### src/rtl/alu_seq_exec.sv
// alu_seq_exec: execute-stage ALU with valid/ready command input and valid/ready registered result.
// Define ALU_SRA_BARREL_EN for a single-cycle barrel sra; default is an iterative 1-bit/cycle sra.
module alu_seq_exec #(
   parameter int WIDTH   = 32,
   parameter int SHAMT_W = 5
) (
   input  logic             clk,
   input  logic             rst_n,
   input  logic             in_valid,
   output logic             in_ready,
   input  logic [2:0]       alu_control,
   input  logic [WIDTH-1:0] src_a,
   input  logic [WIDTH-1:0] src_b,
   output logic             out_valid,
   input  logic             out_ready,
   output logic [WIDTH-1:0] result,
   output logic             zero,
   output logic             illegal
);

   localparam logic [2:0] OP_ADD = 3'b000;
   localparam logic [2:0] OP_SUB = 3'b001;
   localparam logic [2:0] OP_AND = 3'b010;
   localparam logic [2:0] OP_OR  = 3'b011;
   localparam logic [2:0] OP_SLT = 3'b101;
   localparam logic [2:0] OP_SRA = 3'b110;

`ifdef ALU_SRA_BARREL_EN
   typedef enum logic [1:0] {IDLE, DONE} state_t;
`else
   typedef enum logic [1:0] {IDLE, SHIFT, DONE} state_t;
`endif

   state_t             state;
   logic [SHAMT_W-1:0] shamt;
   logic               accept;
   logic [WIDTH-1:0]   op_result;
   logic               op_illegal;

`ifndef ALU_SRA_BARREL_EN
   logic               op_iterate;
   logic [WIDTH-1:0]   shift_q;
   logic [WIDTH-1:0]   shift_next;
   logic [SHAMT_W-1:0] count_q;

   assign shift_next = {shift_q[WIDTH-1], shift_q[WIDTH-1:1]};
`endif

   assign shamt  = src_b[SHAMT_W-1:0];
   assign accept = in_valid && in_ready;

   always_comb begin
      // NOTE: every combinational output gets a default first, so no path can infer a latch.
      op_result  = '0;
      op_illegal = 1'b0;
`ifndef ALU_SRA_BARREL_EN
      op_iterate = 1'b0;
`endif
      case (alu_control)
         OP_ADD: op_result = src_a + src_b;
         OP_SUB: op_result = src_a - src_b;
         OP_AND: op_result = src_a & src_b;
         OP_OR:  op_result = src_a | src_b;
         OP_SLT: op_result = {{(WIDTH-1){1'b0}}, $signed(src_a) < $signed(src_b)};
         OP_SRA: begin
`ifdef ALU_SRA_BARREL_EN
            op_result = $signed(src_a) >>> shamt;
`else
            // shamt 0 completes immediately with the unshifted operand
            op_result  = src_a;
            op_iterate = (shamt != '0);
`endif
         end
         default: op_illegal = 1'b1;
      endcase
   end

   // DONE accepts only when the pending result is consumed in the same cycle
   always_comb begin
      case (state)
         IDLE:    in_ready = 1'b1;
         DONE:    in_ready = out_ready;
         default: in_ready = 1'b0;
      endcase
   end

   always_ff @(posedge clk) begin
      // NOTE: sequential state uses non-blocking assignments so all registers update from pre-edge values.
      if (!rst_n) begin
         state     <= IDLE;
         out_valid <= 1'b0;
         result    <= '0;
         zero      <= 1'b0;
         illegal   <= 1'b0;
`ifndef ALU_SRA_BARREL_EN
         shift_q   <= '0;
         count_q   <= '0;
`endif
      end else if (accept) begin
`ifndef ALU_SRA_BARREL_EN
         if (op_iterate) begin
            state     <= SHIFT;
            out_valid <= 1'b0;
            shift_q   <= src_a;
            count_q   <= shamt;
         end else
`endif
         begin
            state     <= DONE;
            out_valid <= 1'b1;
            result    <= op_result;
            zero      <= (op_result == '0);
            illegal   <= op_illegal;
         end
      end else begin
         case (state)
`ifndef ALU_SRA_BARREL_EN
            SHIFT: begin
               shift_q <= shift_next;
               count_q <= count_q - SHAMT_W'(1);
               if (count_q == SHAMT_W'(1)) begin
                  state     <= DONE;
                  out_valid <= 1'b1;
                  result    <= shift_next;
                  zero      <= (shift_next == '0);
                  illegal   <= 1'b0;
               end
            end
`endif
            DONE: begin
               if (out_ready) begin
                  state     <= IDLE;
                  out_valid <= 1'b0;
               end
            end
            default: ;
         endcase
      end
   end

endmodule

### config.mk
export PLATFORM = sky130hd
export DESIGN_NAME = alu_seq_exec
export DESIGN_NICKNAME = d
export VERILOG_FILES = /design/src/rtl/alu_seq_exec.sv
export SDC_FILE = /design/constraint.sdc
export NUM_CORES = 1
export LEC_CHECK = 0
export ABC_AREA = 1
export BUFFER_PORTS_ARGS = -buffer_cell sky130_fd_sc_hd__buf_4
export CAP_MARGIN = 20
export CELL_PAD_IN_SITES_DETAIL_PLACEMENT = 1
export CELL_PAD_IN_SITES_GLOBAL_PLACEMENT = 2
export CORE_AREA = 8 8 248 131
export CTS_CLUSTER_SIZE = 25
export DETAILED_ROUTE_END_ITERATION = 10
export DIE_AREA = 0 0 256 139
export PLACE_DENSITY_LB_ADDON = 0.1
export SLEW_MARGIN = 10
export SYNTH_ARGS = -nofsm -noshare
export SYNTH_HDL_FRONTEND = slang
export SYNTH_SLANG_ARGS = --single-unit
### constraint.sdc
create_clock -name clk -period 4.41 [get_ports clk]
set_clock_uncertainty 0.05 [all_clocks]
set_input_delay 1.323 -clock clk [delete_from_list [all_inputs] [get_ports clk]]
set_output_delay 1.323 -clock clk [all_outputs]
set_load 0.03 [all_outputs]
======== After elaboration in Yosys (flattened, before gate mapping) ========
Cells that the tools add are included.
cells by class
  $lt $le $gt $ge ......................... 1
  $add $sub $neg .......................... 3
  divide/modulo/power cells ............... 0
  bitwise operators ....................... 2
  equal/unequal tests ..................... 12
  reductions and logical operators ........ 14
  $mul .................................... 0
  shift operators ......................... 0
  mux-type cells .......................... 32
operator list
  kind                 count
  $mux 32              6
  $pmux 32 s6          1
  $logic_not 32->1     2
  $add 32x32->32       1
  $and 32x32->32       1
  $lt 32x32->1         1
  $or 32x32->32        1
  $sub 32x32->32       1
  $mux 31              1
  $mux 5               3
  $mux 1               14
  $mux 2               4
  $eq 3x2->1 const B   2
  $eq 3x3->1 const B   2
  $ne 3x3->1 const B   2
  $reduce_and 3->1     2
  $reduce_or 6->1      1
  $eq 5x1->1 const B   1
  $reduce_bool 5->1    1
  $sub 5x1->5 const B  1
  $pmux 1 s2           2
  $pmux 2 s2           1
  $reduce_and 2->1     2
  $reduce_bool 2->1    2
  9 further kinds      9
storage, ports and cells
  register bits after elaboration ......... 74
  output and inout bits ................... 36
  word-level logic and storage cells ...... 72
  input port bits ......................... 71
  memory bits (read-only) ................. 0
  bits in latches ......................... 0
  bits in writable memories ............... 0
  memories kept ........................... 0

======== Depth between registers and ports, before layout ========
  depth after elaboration ................. 5
  depth in mapped cells ................... 22
  mapped depth without buffers ............ 21

======== Worst setup path before layout ========
OpenSTA, ideal clock, no wires.
  path type ............................... input to output
  start ................................... in out_ready
  end ..................................... out in_ready
  slack ................................... 1,169 ps
  arrival time ............................ 1,868 ps
  required time ........................... 3,037 ps
  buffers on the path ..................... 0
  cell stages on the path ................. 2
  cells stage by stage .................... inv_1 a21oi_1
on the way
  word-level cells in the longest chain between the ends .. 1
RTL lines
  element             RTL line  source
  start: declaration  15        input logic out_ready,
  $pmux 1 s2          80        case (state)
  end: declaration    10        output logic in_ready,
Every way passes these cells.

======== Worst setup path in the final report ========
  start ................................... in src_a[18]
  end ..................................... reg result[29]
on the way
  word-level cells in the longest chain between the ends .. 4
  elaborated cells on any way between the ends .. 5
  classes of those cells .................. add/sub: 2; mux: 3
RTL lines
  element                                                  RTL line  source
  start: declaration                                       12        input logic [WIDTH-1:0] src_a,
  $sub 32x32->32 / $add 32x32->32 (equally long branches)  61, 60
  $pmux 32 s6 (*)                                          59        case (alu_control)
  $mux 32 (*)                                              101       if (op_iterate) begin
  $mux 32 (*)                                              99        end else if (accept) begin
  end signal: assignment                                   111       result <= op_result;
  end signal: assignment                                   124       result <= shift_next;
  end: declaration                                         16        output logic [WIDTH-1:0] result,
Every way passes the cells marked *; elsewhere a longest branch is shown, timed or not. The select of a mux whose other input is x is not followed.
A chain may end at the register's enable or synchronous reset.

==> impl_results.md <==
- Status: complete, no violations
- Gpl congestion: 0.987
- Asr flop ratio synth: 0%
- Initial DRT Pass Iterations: 5
- CP arrival: 4.49 ns
- Power density cells: 255 mW/mm^2
- Die area: 0.0356 mm^2
- Antenna viol nets, final: 0
- Pre-CTS setup slack: -0.0619 ns
- DP Area: 0.0111 mm^2
- N_diodes: 0
- Hold depth: 2
- Unrepaired setup endpoints after global routing: no
- Mapped Cells: 1714
- Port Buf Inserts: 106
- Mapped Nets: 1892
- Max-Cap Viols: 0
- Pins Over Slew Limit: 0
- Core ar.: 0.0293 mm^2
- Hold Crit Endpoint: shift_q[13]
- Critical path type: input pin to register
- Synth cell count leaders: nand2_1 (478), inv_1 (285), nor2_1 (150)
- Worst Setup Slack, final: 0.0810 ns
- DR WL/cell: 23.6 um
- Tightest Pin Transition: 1.02 ns
- Post-cts gate resize count: 0
- Vias in the first global route: 11730
- Die height: 139 um
- Post-Syn Area: 0.00970 mm^2
- Initial DRC Count: 1208
- Vias per cell: 5.41
- EDFF count, synth: 0
- HP Start: shift_q[13]
- Min Hold Slack: 0.424 ns
- Peak VDD IR: 0.000172 V
- Initial Util: 33.1%
- Design area: 0.0114 mm^2
- R2R Path End: zero
- Layout cell share with drive strength beyond 1: 12.2%
- Post-synthesis sequential area ratio: 14.9%
- Largest net degree at the start of global routing: 69
- Initial antenna violation count: 1
- Ranking of synthesized cells by area: nand2_1 (19%), dfxtp_1 (15%), ha_1 (14%)
- First-pass GRT wire length: 77.0 mm
- Register bit total from synthesis: 72
- Worst min-delay path class: register to register
- CTS tree: yes
- Sink Count: 72
- Clock buffer depth: 2
- Post-synth top area share: 18.5%
- Maximum fanout along the worst path: 6
- CTS Root Cell: clkbuf_16
- Drc violations: 0
- Top-count cell post-synth: nand2_1
- Min cycle time layout: 4.33 ns
- Post-CTS setup repair buffer count: 0
- Reg2reg setup slack: 1.59 ns
- Slew HR: 31.0%
- Max frequency: 0.231 GHz
- Vias: 12030
- Setup violations, final: 0
- Layout area overhead: 17.1%
- Leading area contributor after synthesis: nand2_1
- Reg2reg start: out_valid
- H-tree Lvls: 3
- Final core occ: 38.7%
- Layout Nets: 1998
- # hold bufs at CTS: 0
- Clock-pin slew on the worst setup and hold paths: 0.06 ns
- Worst reg2reg path depth: 13
- CTS Buf Count: 9
- CP endpoint kind: register
- Die Width: 256 um
- Leakage: 5.94 nW
- Top FF cell, synth: dfxtp_1
- Total grt overflow: 0
- Num rows: 45
- Syn. warnings: 0
- CP required: 4.57 ns
- Period Utilization, post-route: 98.2%
- HPWL after DPL: 45.2 mm
- Syn avg cell area: 5.66 um^2
- Startpoint types: input pin
- IO Pins: 107
- Skew-Pair Late Insertion Delay: 0.34 ns
- Synth cell types: 43
- Total Routing Usage GR: 28.4%
- Routed WL: 52.5 mm
- Final Hold Viols: 0
## critical path, cell delays in order
cell     delay (ns)
buf_4          0.11
inv_1          0.08
ha_1           0.46
o21ai_0        0.54
nand2_1        0.11
nand2_1        0.12
inv_1          0.05
nand2_1        0.09
a21oi_1        0.09
a21oi_1        0.17
nor2_1         0.06
buf_4          0.15
o21ai_0        0.81
buf_4          0.25
a31oi_1        0.07
## area by class of cell
class	instances	area (um^2)
Inverter	290	1090
Clock inverter	5	56.3
Fill cell	4031	18000
Sequential cell	72	1440
Timing Repair Buffer	164	1270
Multi-Input combinational cell	1283	6760
Clock buffer	11	243
Tap cell	399	499
## stage by stage
stage / TNS, ns / total power [mW] / instances
final: 0 / 2.90 / 2224
after global routing: 0 / 3.05 / 2224
after detailed placement: -0.0619 / 2.11 / 2208
after global placement: 0 / 2.10 / 2208
after floorplan: 0 / 1.55 / 1714
after CTS: 0 / 2.86 / 2224
## worst max-delay path by stage
stage,startpoint,endpoint
after global placement,src_a[21],zero
after global routing,src_a[18],result[29]
final,src_a[18],result[29]
after detailed placement,src_a[18],result[29]
after CTS,src_a[18],result[29]
after floorplan,out_ready,in_ready
## cell families after synthesis
logic type | Yosys count | synth area share (%)
AOI/OAI and AO/OA | 320 | 18.3
DFF | 72 | 14.9
and+or+nand+nor | 855 | 37.4
buffers and inverters | 359 | 15.4
adders and majority gates | 107 | 14.0
xor gates and xnor gates | 1 | 0.0903
## layout by cell type (no fill, tap or decap), drive strengths merged
cell,Yosys,layout
o21a,1,1
xnor2,1,1
nor3b,1,1
a31oi,52,52
ha,105,105
and3,1,1
nor4,6,6
o22ai,30,30
o21bai,8,8
a21o,1,1
clkinv,1,4
o21ai,117,117
and2,4,4
nand4,20,20
nand3,149,149
dfxtp,72,72
or2,3,3
nor2,162,162
a21oi,107,107
inv,289,289
o211ai,2,2
nand3b,3,3
nor3,19,19
a32o,1,1
clkinvlp,0,1
a221oi,1,1
clkbuf,36,11
buf,33,164
nand2,487,487
bufinv,0,1
fa,2,2
## flip-flops by register name (all words and copies together) (netlist names)
register	cells
out_valid	1
zero	1
shift_q	31
state	1
count_q	5
illegal	1
result	32
## report_power, final
part	internal, mW	switching [mW]	total, mW
sequential	0.701	0.0340	0.735
clock	0.453	0.288	0.741
combinational	0.429	0.992	1.42
total	1.58	1.31	2.90
## per-layer routing
metal  GRT usage [%]  vias up  share of wire [%]
met5               0        -              0.023
met4            3.43        2               0.63
met2            33.5      447                 33
li1                -     5720                  -
met1            45.2     5835                 53
met3            12.4       26                 13
(Power assumes the default switching activity.)
